--- config.mk ---
export PLATFORM = sky130hd
export DESIGN_NAME = gate_array
export DESIGN_NICKNAME = d
export VERILOG_FILES = /design/src/rtl/gate_array_pkg.sv /design/src/rtl/gate_array_popcount.sv /design/src/rtl/gate_array.sv
export SDC_FILE = /design/constraint.sdc
export NUM_CORES = 1
export LEC_CHECK = 0
export BUFFER_PORTS_ARGS = -buffer_cell sky130_fd_sc_hd__buf_2
export CAP_MARGIN = 20
export CORE_AREA = 2 2 81 83
export CTS_CLUSTER_SIZE = 12
export DETAILED_ROUTE_END_ITERATION = 7
export DIE_AREA = 0 0 83 85
export SLEW_MARGIN = 40
export SYNTH_ARGS = -nofsm -noshare
export SYNTH_HDL_FRONTEND = slang
export SYNTH_SLANG_ARGS = --single-unit
--- constraint.sdc ---
create_clock -name clk -period 5.75 [get_ports clk]
set_clock_uncertainty 0.2 [all_clocks]
set_input_delay 0.2875 -clock clk [delete_from_list [all_inputs] [get_ports clk]]
set_output_delay 0.2875 -clock clk [all_outputs]
set_load 0.01 [all_outputs]
--- src/rtl/gate_array_pkg.sv ---
// gate_array_pkg: op encoding and gate delays (in inverter units) for gate_array.
package gate_array_pkg;
  typedef enum logic [1:0] {OP_INV, OP_NAND2, OP_NOR2, OP_XOR2} op_e;
  localparam int UNITS_INV   = 1;
  localparam int UNITS_NAND2 = 2;
  localparam int UNITS_NOR2  = 2;
  localparam int UNITS_XOR2  = 4;
  localparam int UNITS_MAX   = 4;
  function automatic int op_units(op_e op);
    return op == OP_INV ? UNITS_INV : op == OP_NAND2 ? UNITS_NAND2 :
           op == OP_NOR2 ? UNITS_NOR2 : UNITS_XOR2;
  endfunction
endpackage

--- src/rtl/gate_array_popcount.sv ---
// gate_array_popcount: population count of a WIDTH-bit vector.
//   a_i   : input vector
//   cnt_o : number of set bits in a_i
module gate_array_popcount #(
  parameter int WIDTH = 8
) (
  input  logic [WIDTH-1:0]             a_i,
  output logic [$clog2(WIDTH+1)-1:0]   cnt_o
);
  always_comb begin
    cnt_o = '0;
    for (int i = 0; i < WIDTH; i++) cnt_o = cnt_o + $bits(cnt_o)'(a_i[i]);
  end
endmodule

--- src/rtl/gate_array.sv ---
// gate_array: WIDTH-lane INV/NAND2/NOR2/XOR2 array with op-dependent pipeline latency.
//   clk, rst_n            : clock, synchronous active-low reset
//   in_valid/in_ready     : operand handshake; in_ready depends on in_op and ordering state only
//   in_op, in_a, in_b     : op select and operands
//   out_valid, out_data   : one-cycle result pulse; out_data holds between pulses
//   cnt_clr, toggle_cnt   : result toggle counter, present only with GATE_ARRAY_TOGGLE_CNT_EN
module gate_array
  import gate_array_pkg::*;
#(
  parameter int WIDTH      = 8,
  parameter int UNIT_DELAY = 1,
  parameter int CNT_W      = 16
) (
  input  logic             clk,
  input  logic             rst_n,
  input  logic             in_valid,
  output logic             in_ready,
  input  logic [1:0]       in_op,
  input  logic [WIDTH-1:0] in_a,
  input  logic [WIDTH-1:0] in_b,
  output logic             out_valid,
  output logic [WIDTH-1:0] out_data
`ifdef GATE_ARRAY_TOGGLE_CNT_EN
  ,
  input  logic             cnt_clr,
  output logic [CNT_W-1:0] toggle_cnt
`endif
);
  localparam int MAXL = UNITS_MAX * UNIT_DELAY;
  localparam int LW   = $clog2(MAXL + 1);
  if (UNIT_DELAY < 1 || CNT_W < 1) begin : g_bad_param
    $error("gate_array: UNIT_DELAY and CNT_W must be at least 1");
  end
  op_e              op;
  logic [LW-1:0]    lat, rem_q, rem_d;
  logic [WIDTH-1:0] res, out_data_q, out_data_d;
  logic             acc;
  // Slot j holds a result that becomes visible j edges from now; slot 0 is the output.
  logic [MAXL-1:0]  v_q, v_d;
  logic [WIDTH-1:0] d_q [MAXL];
  logic [WIDTH-1:0] d_d [MAXL];
  always_comb begin
    op  = op_e'(in_op);
    res = op == OP_INV ? ~in_a : op == OP_NAND2 ? ~(in_a & in_b) :
          op == OP_NOR2 ? ~(in_a | in_b) : in_a ^ in_b;
    lat = LW'(op_units(op) * UNIT_DELAY);
  end
  // Only ordering state gates acceptance, so no in_valid -> in_ready path exists.
  assign in_ready = rst_n && (lat > rem_q);
  assign acc      = in_valid && in_ready;
  always_comb begin
    v_d = {1'b0, v_q[MAXL-1:1]};
    for (int j = 0; j < MAXL - 1; j++) d_d[j] = d_q[j+1];
    d_d[MAXL-1] = '0;
    for (int j = 0; j < MAXL; j++) begin
      if (acc && lat == LW'(j + 1)) begin
        v_d[j] = 1'b1;
        d_d[j] = res;
      end
    end
    out_data_d = v_d[0] ? d_d[0] : out_data_q;
    rem_d      = acc ? lat - 1'b1 : rem_q == '0 ? '0 : rem_q - 1'b1;
  end
  always_ff @(posedge clk) begin
    if (!rst_n) begin
      v_q        <= '0;
      rem_q      <= '0;
      out_data_q <= '0;
    end else begin
      v_q        <= v_d;
      rem_q      <= rem_d;
      out_data_q <= out_data_d;
    end
  end
  always_ff @(posedge clk) d_q <= d_d;
  assign out_valid = v_q[0];
  assign out_data  = out_data_q;
`ifdef GATE_ARRAY_TOGGLE_CNT_EN
  logic [$clog2(WIDTH+1)-1:0] pc;
  logic [CNT_W:0]             sum;
  logic [CNT_W-1:0]           cnt_q, cnt_d;
  gate_array_popcount #(.WIDTH(WIDTH)) u_popcount (
    .a_i   (d_d[0] ^ out_data_q),
    .cnt_o (pc)
  );
  always_comb begin
    sum   = {1'b0, cnt_q} + (CNT_W + 1)'(pc);
    cnt_d = cnt_clr ? '0 : v_d[0] ? (sum[CNT_W] ? '1 : sum[CNT_W-1:0]) : cnt_q;
  end
  always_ff @(posedge clk) begin
    if (!rst_n) cnt_q <= '0;
    else        cnt_q <= cnt_d;
  end
  assign toggle_cnt = cnt_q;
`endif
endmodule
==> impl_metrics.json <==
{
  "slew-limit-headroom_pct": 59.7,
  "antenna_found_initial": 0,
  "fmax_mhz": 358,
  "leakagePower_uw": 0.00109,
  "synth_top_flop_cell": "dfxtp_1",
  "critPathTopFamily": "buffers and inverters",
  "critical_path.cell_chain": "buf_2 > inv_1 > ha_1 > inv_1 > ha_1 > and3b_1 > o211ai_2 > inv_4 > buf_2",
  "antenna_left": 0,
  "rsz0062_at_grt": "no",
  "final_nets": 283,
  "synth_top_area_share_pct": 37.2,
  "p_switching_uw": 144,
  "cellPowerDensity_mw_per_mm2": 231,
  "clkLatencyLatePin_ns": 0.28,
  "wl_per_cell_um": 12.3,
  "start_kind": "input pin",
  "diodes": 0,
  "area_delta_synth_final_pct": 12.8,
  "seq_power_share_pct": 52.1,
  "htreeDepth": 2,
  "critical_path_class": "input pin to primary output",
  "cts_buffers": 5,
  "worst_slew_pin_slew_ns": 0.602,
  "cts_tree": "done",
  "postCtsSetupBuffers": 0,
  "vias": 1465,
  "path_clk_slew_ns": 0.07,
  "grt_use_total_pct": 11.8,
  "required_ns": 5.26,
  "synth_area_per_cell_um2": 10.1,
  "clock_sinks": 39,
  "die_area_mm2": 0.00706,
  "yosysSeqAreaShare_pct": 37.2,
  "hold_buffers": 0,
  "grt_pass1_wl_um": 6730,
  "ir_worst_vdd_mv": 0.0947,
  "crit_arrival_ns": 2.31,
  "yosysTopAreaCell": "dfxtp_1",
  "core_mm2": 0.00620,
  "layout-drive-gt1-share_pct": 27.4,
  "drc_errors": 0,
  "dp_hpwl_um": 3000,
  "timing.final.crit_share_pct": 48.6,
  "wirelength_um": 3840,
  "critPathCaptureType": "primary output",
  "p_int_uw": 402,
  "fp.dieW_um": 83,
  "hold_path_class": "input pin to flip-flop",
  "period_needed_ns": 2.79,
  "synth.most_common_cell": "dfxtp_1",
  "netlist_top_cells_area": "dfxtp_1, ha_1, mux2_2",
  "hold_violations": 0,
  "grt_pass1_vias": 1424,
  "ys_top_cells_by_count": "dfxtp_1, ha_1, inv_1",
  "crit_path_max_incr_delay_ns": 0.52,
  "drv_cap": 0,
  "async_flop_share_pct": 0,
  "overflow": 0,
  "gp_congestion": 0.773,
  "r2r_slack_ns": 3.27,
  "port_buffers": 30,
  "finalMaxSlewViolations": 0,
  "final_area_mm2": 0.00237,
  "placed_cell_area_mm2": 0.00230,
  "setup_viol": 0,
  "fp.dieH_um": 85,
  "setup_tns_ns": 0,
  "post_cts_resized": 0,
  "clk_path_buf_depth": 2,
  "synth_fp_nets": 255,
  "ys_types": 32,
  "ioPinCount": 31,
  "p_sw_share_pct": 26.4,
  "rows": 29,
  "firstDrtPassIters": 4,
  "ys_ff_latch": 39,
  "start_util_pct": 33.9,
  "syn-cell-area_mm2": 0.00210,
  "drtIter0Drc": 85,
  "synth_edf_count": 0,
  "cp.buffers_inverters": 5,
  "power.share.clock_pct": 29.9,
  "grt_max_degree": 17,
  "syn_inst": 207,
  "pwr-share-comb_pct": 18.1,
  "finish.utilization_pct": 38.2,
  "synth_warnings": 0,
  "cts-root-buf": "clkbuf_8",
  "cp_max_fo": 11,
  "outcome": "complete, no violations",
  "slowest_stage": "o211ai_2",
  "vias_per_cell": 4.71
}
## per-layer routing
metal | GRT usage (%) | share of wire, %
met1 | 15.3 | 51
met2 | 18.6 | 43
met3 | 3.11 | 4.8
met4 | 4.92 | 1.8
met5 | 0 | 0
## through the flow
step                setup slack [ns]  hold slack (ns)  power (uW)  cells
detailed placement              2.75            0.222         390    305
floorplan                       3.41            0.211         361    207
global route                    2.79            0.154         582    311
finish                          2.96            0.155         547    311
global placement                2.82            0.215         387    305
CTS                             2.97            0.141         557    311
## cell usage in the layout, fill, tap and decap left out, types with 2 or more instances in the layout
cell type	instances
clkbuf_8	5
mux2i_1	8
o21ai_1	13
ha_1	27
a21oi_1	11
o21ai_0	4
nand3_1	3
dfxtp_1	39
nor2b_1	8
buf_2	30
inv_1	27
o311a_1	8
mux2_2	23
nand2_1	2
nor2_1	3
o31ai_1	8
## worst paths after layout
check,from,endpoint,cells past startpoint
min,rst_n,out_data[1],2
max,in_op[0],in_ready,9
max reg2reg,flip-flop,d_q[13],7
min reg2reg,v_q[2],v_q[1],2
## logic make-up (layout without fill, tap and decap cells)
family	Yosys count	after routing	share of synthesized area, %
muxes	32	32	16.7
adders and majority gates	27	27	16.1
AOI/OAI and AO/OA	48	48	15.0
and+or+nand+nor	23	23	7.39
buffers and inverters	38	65	7.68
DFF	39	39	37.2
## final cells by class
cell class	count	area [um2]
fill	601	3830
tap	77	96.3
inverter	29	111
timing repair buffer	30	150
multi-input combinational	130	1160
sequential	39	781
clock buffer	6	72.6
## power by group through the flow
stage / sequential [uW] / clock [uW] / combinational (uW)
floorplan: 290 / 0 / 71.5
global placement: 291 / 0 / 96.4
detailed placement: 291 / 0 / 99.1
CTS: 285 / 172 / 99.7
global route: 286 / 185 / 112
finish: 285 / 163 / 98.7
## sequential cells by signal, summed over array words and instances (netlist names), named ones only
name / flops
d_q: 24
out_data: 8
rem_q: 2
v_q: 4
Note: power is estimated with default switching activity, not from simulation.
